<file path="src/rtl/seq_chunk_adder.sv">
// seq_chunk_adder: multi-cycle adder, one CHUNK-bit slice per clock.
// Optional macro SEQ_CHUNK_ADDER_SUB_EN adds a 'sub' port (a + ~b + 1).
//
// Ports:
//   clk, rst_n     rising-edge clock, async active-low reset
//   start          request, sampled only while busy=0
//   a, b, cin      operands and carry-in, captured on accepted start
//   sub            (macro only) subtract, captured on accepted start
//   busy           operation in progress
//   done           one-cycle pulse, result valid
//   sum, cout      registered result, held until next accepted start
module seq_chunk_adder #(
    parameter int WIDTH = 16,
    parameter int CHUNK = 4
) (
    input  logic             clk,
    input  logic             rst_n,
    input  logic             start,
    input  logic [WIDTH-1:0] a,
    input  logic [WIDTH-1:0] b,
    input  logic             cin,
`ifdef SEQ_CHUNK_ADDER_SUB_EN
    input  logic             sub,
`endif
    output logic             busy,
    output logic             done,
    output logic [WIDTH-1:0] sum,
    output logic             cout
);

    localparam int NCHUNK = WIDTH / CHUNK;
    localparam int IW = (NCHUNK > 1) ? $clog2(NCHUNK) : 1;
    localparam logic [IW-1:0] LAST = IW'(NCHUNK - 1);

    typedef enum logic {
        IDLE = 1'b0,
        RUN  = 1'b1
    } state_t;

    state_t           state_q;
    state_t           state_d;
    logic [WIDTH-1:0] a_q;
    logic [WIDTH-1:0] b_q;
    logic [WIDTH-1:0] sum_q;
    logic             carry_q;
    logic             cout_q;
    logic             done_q;
    logic [IW-1:0]    idx_q;

    logic             accept;
    logic             last;
    logic [WIDTH-1:0] b_in;
    logic             c_in;
    logic [CHUNK-1:0] a_s;
    logic [CHUNK-1:0] b_s;
    logic [CHUNK:0]   csum;

    // Subtraction folds into the adder: invert b on capture, seed carry 1.
`ifdef SEQ_CHUNK_ADDER_SUB_EN
    assign b_in = sub ? ~b : b;
    assign c_in = sub | cin;
`else
    assign b_in = b;
    assign c_in = cin;
`endif

    assign a_s  = a_q[int'(idx_q)*CHUNK +: CHUNK];
    assign b_s  = b_q[int'(idx_q)*CHUNK +: CHUNK];
    assign csum = {1'b0, a_s} + {1'b0, b_s}
                + {{CHUNK{1'b0}}, carry_q};

    always_ff @(posedge clk or negedge rst_n) begin
        if (!rst_n) begin
            state_q <= IDLE;
        end else begin
            state_q <= state_d;
        end
    end

    always_comb begin
        state_d = state_q;
        accept  = 1'b0;
        last    = 1'b0;
        unique case (state_q)
            IDLE: begin
                if (start) begin
                    state_d = RUN;
                    accept  = 1'b1;
                end
            end
            RUN: begin
                if (idx_q == LAST) begin
                    state_d = IDLE;
                    last    = 1'b1;
                end
            end
            default: state_d = IDLE;
        endcase
    end

    always_ff @(posedge clk or negedge rst_n) begin
        if (!rst_n) begin
            a_q     <= '0;
            b_q     <= '0;
            sum_q   <= '0;
            carry_q <= 1'b0;
            cout_q  <= 1'b0;
            done_q  <= 1'b0;
            idx_q   <= '0;
        end else begin
            done_q <= 1'b0;
            if (accept) begin
                a_q     <= a;
                b_q     <= b_in;
                carry_q <= c_in;
                idx_q   <= '0;
                sum_q   <= '0;
                cout_q  <= 1'b0;
            end else if (state_q == RUN) begin
                sum_q[int'(idx_q)*CHUNK +: CHUNK] <= csum[CHUNK-1:0];
                carry_q <= csum[CHUNK];
                if (last) begin
                    idx_q  <= '0;
                    cout_q <= csum[CHUNK];
                    done_q <= 1'b1;
                end else begin
                    idx_q <= idx_q + 1'b1;
                end
            end
        end
    end

    assign busy = (state_q == RUN);
    assign done = done_q;
    assign sum  = sum_q;
    assign cout = cout_q;

endmodule

</file>
<file path="config.mk">
export PLATFORM = sky130hd
export DESIGN_NAME = seq_chunk_adder
export DESIGN_NICKNAME = d
export VERILOG_FILES = /design/src/rtl/seq_chunk_adder.sv
export SDC_FILE = /design/constraint.sdc
export NUM_CORES = 1
export LEC_CHECK = 0
export ABC_AREA = 1
export BUFFER_PORTS_ARGS = -buffer_cell sky130_fd_sc_hd__buf_2
export CAP_MARGIN = 10
export CORE_MARGIN = 2
export CORE_UTILIZATION = 36
export CTS_CLUSTER_SIZE = 40
export DETAILED_ROUTE_END_ITERATION = 8
export GPL_TIMING_DRIVEN = 0
export HOLD_SLACK_MARGIN = 0.05
export SYNTH_ARGS = -nofsm -noshare
export SYNTH_HDL_FRONTEND = slang
export SYNTH_SLANG_ARGS = --single-unit
</file>
<file path="constraint.sdc">
create_clock -name clk -period 3.2 [get_ports clk]
set_clock_uncertainty 0.2 [all_clocks]
set_input_delay 0.64 -clock clk [delete_from_list [all_inputs] [get_ports clk]]
set_output_delay 0.64 -clock clk [all_outputs]
set_load 0.01 [all_outputs]
</file>
==> metrics.txt <==
status=complete, no violations; Post-Route WL=~6000 µm; setup bufs post-CTS=0; Clock Latency Late Sink=approximately 0.3 ns; DIE HEIGHT=between 80 and 90 µm; final core occ=a little over two fifths; fmax=between 300 and 400 MHz; Hold Path Class=in2async; chip width=just under 90 µm; Synth warnings=0; core area=roughly 7100 µm²; vias in the first global route=2078; drt pass-1 iters=4; CP max stage cell=dfrtp_1; crit path buf inv count=2; switch share=45.7%; ant diodes=0; Post-Synthesis Cells=slightly above 300; GPL Wtd Cong=slightly above 0.8; crit path capture type=flip-flop; RSZ-0062 raised after global routing=false; Synth Register Bits=54; internal power=0.00184 W; Congestion Overflow GR=0; CTS tree=built; antenna violations before repair=0; total stage count of the critical path=10; power share of the combinational group=around 54%; Slew headroom=roughly three fifths; r2r setup slk=~0.22 ns; Worst path max stage delay=approximately 0.58 ns; pwr/cell area=approximately 1100 nW/µm²; Reg2Reg Capture Point=sum[6]$_DFFE_PN0P_; Max VDD drop=approximately 0.51 mV; drt wl/cell=12.8 µm; startpoint types=flip-flop; Worst Path Max Fanout=11; Final Critical Period=between 2 and 3 ns; Synth top area share=51.8%; delay-heaviest family, CP=adder cells; Root Driver=clkbuf_8; htree depth=2; Hold Vio Cnt, Final=0; worst path arrival time=slightly below 3 ns; Final period util=93.1%; Post-CTS Hold Buffers=0; # resized after CTS=0; leading post-synthesis cells by cell area=dfrtp_1, nand2_1, ha_1, o21ai_0, nand3_1; nets=approximately 420; via/cell ratio=about 4.6; CP Class=reg2reg; Slew @ Worst Pin=between 0.5 and 0.6 ns; CTS clock-pin slew for the worst setup and hold paths=about 0.090 ns; CP required=3.20 ns; Syn Nets=around 350; full die area=7950 µm²; clock share of power=between 10 and 15%; total track usage=16.8%; synthesized area per cell=about 8.5 µm²; Post-route DRC=0; Yosys top cell by area=dfrtp_1; pin count of the biggest net entering global routing=55; Port Buffers=54; vias post-DR=between 2k and 2.5k; distinct cell type count after synthesis=27; clock buffer depth=2; Max Slew Vio Count=0; setup tns final=0 ns; Detail Route Antenna Nets=0; leakage power total=approximately 1.7 nW; P_sw=0.00155 W; Seq/Total Area, Yosys=between 50 and 60%; share of layout cells above drive strength 1=22.6%; num rows=31; Initial Util=a little over a third; sequential power share=34.4%; r2r worst-path depth=10; Crit Reg-Reg Startpoint=idx_q[0]$_DFFE_PN0P_; drt initial violations=~130; CTS buffer count=5; CP Cell Sequence=inv_2 -> buf_4 -> nor2_1 -> o22ai_1 -> fa_1 -> fa_1 -> xnor2_1 -> nor2_1 -> nand2_1 -> o21ai_2; Setup violations, final=0; HPWL Detailed=roughly 4400 µm; Cell Area, Synth=2610 µm²; Max-Cap Viols=0; synth-to-layout area growth=19.6%; global-route wire length before repair=10100 µm; IO Pins=55; clk sink count=54
## synthesized netlist by cell type
library cell	number
a21oi_1	2
buf_6	5
fa_1	2
nand4_2	1
o21ai_1	6
buf_2	4
xnor2_1	1
nand3_1	17
inv_2	2
o31ai_1	1
inv_4	2
nor3_2	1
or2_1	1
o221ai_1	1
nand4_1	3
dfrtp_1	54
inv_1	15
nand2_8	1
o21ai_0	20
o21ai_2	2
nor2_1	19
ha_1	8
clkinv_1	1
buf_4	2
o211ai_1	1
o22ai_1	9
nand2_1	127
## final cells by class
type | instances | area, µm²
Buffer | 11 | 91.3
Sequential cell | 54 | 1350
Clock inverter | 1 | 5.00
Timing Repair Buffer | 55 | 290
Clock buffer | 7 | 86.3
Tap cell | 99 | 124
Multi-Input combinational cell | 223 | 1090
Inverter | 20 | 83.8
Fill cell | 785 | 4020
## per-stage QoR
| stage | worst slack, ns | instance area [µm²] | hold WS [ns] | std cells | total power (W) |
|---|---|---|---|---|---|
| 6_report | 0.219 | 3120 | 0.128 | 470 | 0.00339 |
| 5_1_grt | 0.0334 | 3120 | 0.162 | 470 | 0.00374 |
| 4_1_cts | 0.148 | 3100 | 0.287 | 469 | 0.00341 |
| 3_5_place_dp | 0.140 | 3000 | 0.261 | 461 | 0.00301 |
| 3_3_place_gp | 0.183 | 3000 | 0.258 | 461 | 0.00297 |
| 2_1_floorplan | 0.729 | 2610 | 0.144 | 308 | 0.00247 |
## power groups by stage
stage | Clock [W] | Sequential [W] | Combinational (W)
2_1_floorplan | 0 | 0.00116 | 0.00131
3_3_place_gp | 0 | 0.00117 | 0.00180
3_5_place_dp | 0 | 0.00118 | 0.00183
4_1_cts | 0.000405 | 0.00117 | 0.00184
5_1_grt | 0.000430 | 0.00120 | 0.00211
6_report | 0.000387 | 0.00117 | 0.00184
## metal layers
layer | global-route usage (%) | share of wire, %
met5 | 0 | 0
met4 | 5.29 | 0.95
met1 | 23.7 | 48
met2 | 26.0 | 47
met3 | 3.42 | 4.1
## state kept, by name (all words and copies together) (netlist names)
signal / count
a_q: 16
b_q: 16
sum: 16
idx_q: 2
busy: 1
carry_q: 1
cout: 1
done: 1
## worst max-delay path by stage
stage,slack (ns),endpoint,from
floorplan,0.73,sum[6]$_DFFE_PN0P_,idx_q[0]$_DFFE_PN0P_
global placement,0.18,sum[6]$_DFFE_PN0P_,idx_q[1]$_DFFE_PN0P_
detailed placement,0.14,sum[6]$_DFFE_PN0P_,idx_q[1]$_DFFE_PN0P_
CTS,0.15,sum[6]$_DFFE_PN0P_,idx_q[1]$_DFFE_PN0P_
global route,0.03,sum[6]$_DFFE_PN0P_,idx_q[0]$_DFFE_PN0P_
finish,0.22,sum[6]$_DFFE_PN0P_,idx_q[0]$_DFFE_PN0P_
## cells in the final DEF, fill, tap and decap left out, drive strengths merged
master    netlist  layout
nand2         128     128
buf            11      66
dfrtp          54      54
o21ai          28      28
nor2           19      19
inv            19      19
nand3          17      17
o22ai           9       9
ha              8       8
clkbuf          0       7
nand4           4       4
a21oi           2       2
fa              2       2
clkinvlp        0       1
or2             1       1
nor3            1       1
o221ai          1       1
o211ai          1       1
xnor2           1       1
o31ai           1       1
clkinv          1       1
## cells by family (layout without fill, tap and decap cells)
| group | Yosys count | in the layout | synth area share [%] |
|---|---|---|---|
| fa+ha+maj | 10 | 10 | 5.37 |
| simple gates | 170 | 170 | 26.8 |
| xor+xnor | 1 | 1 | 0.336 |
| flops | 54 | 54 | 51.8 |
| compound gates | 42 | 42 | 9.11 |
| buf+inv | 31 | 94 | 6.57 |
## worst register-to-register path, delay by kind of cell, from the launching register on
kind | cells | cell delay (ns)
buffers and inverters | 2 | 0.41
AND/OR/NAND/NOR | 3 | 0.31
AO/OA/AOI/OAI | 2 | 0.19
flip-flops | 1 | 0.58
adder cells (fa/ha/maj) | 2 | 0.89
XOR/XNOR | 1 | 0.29
(Power assumes the default switching activity.)
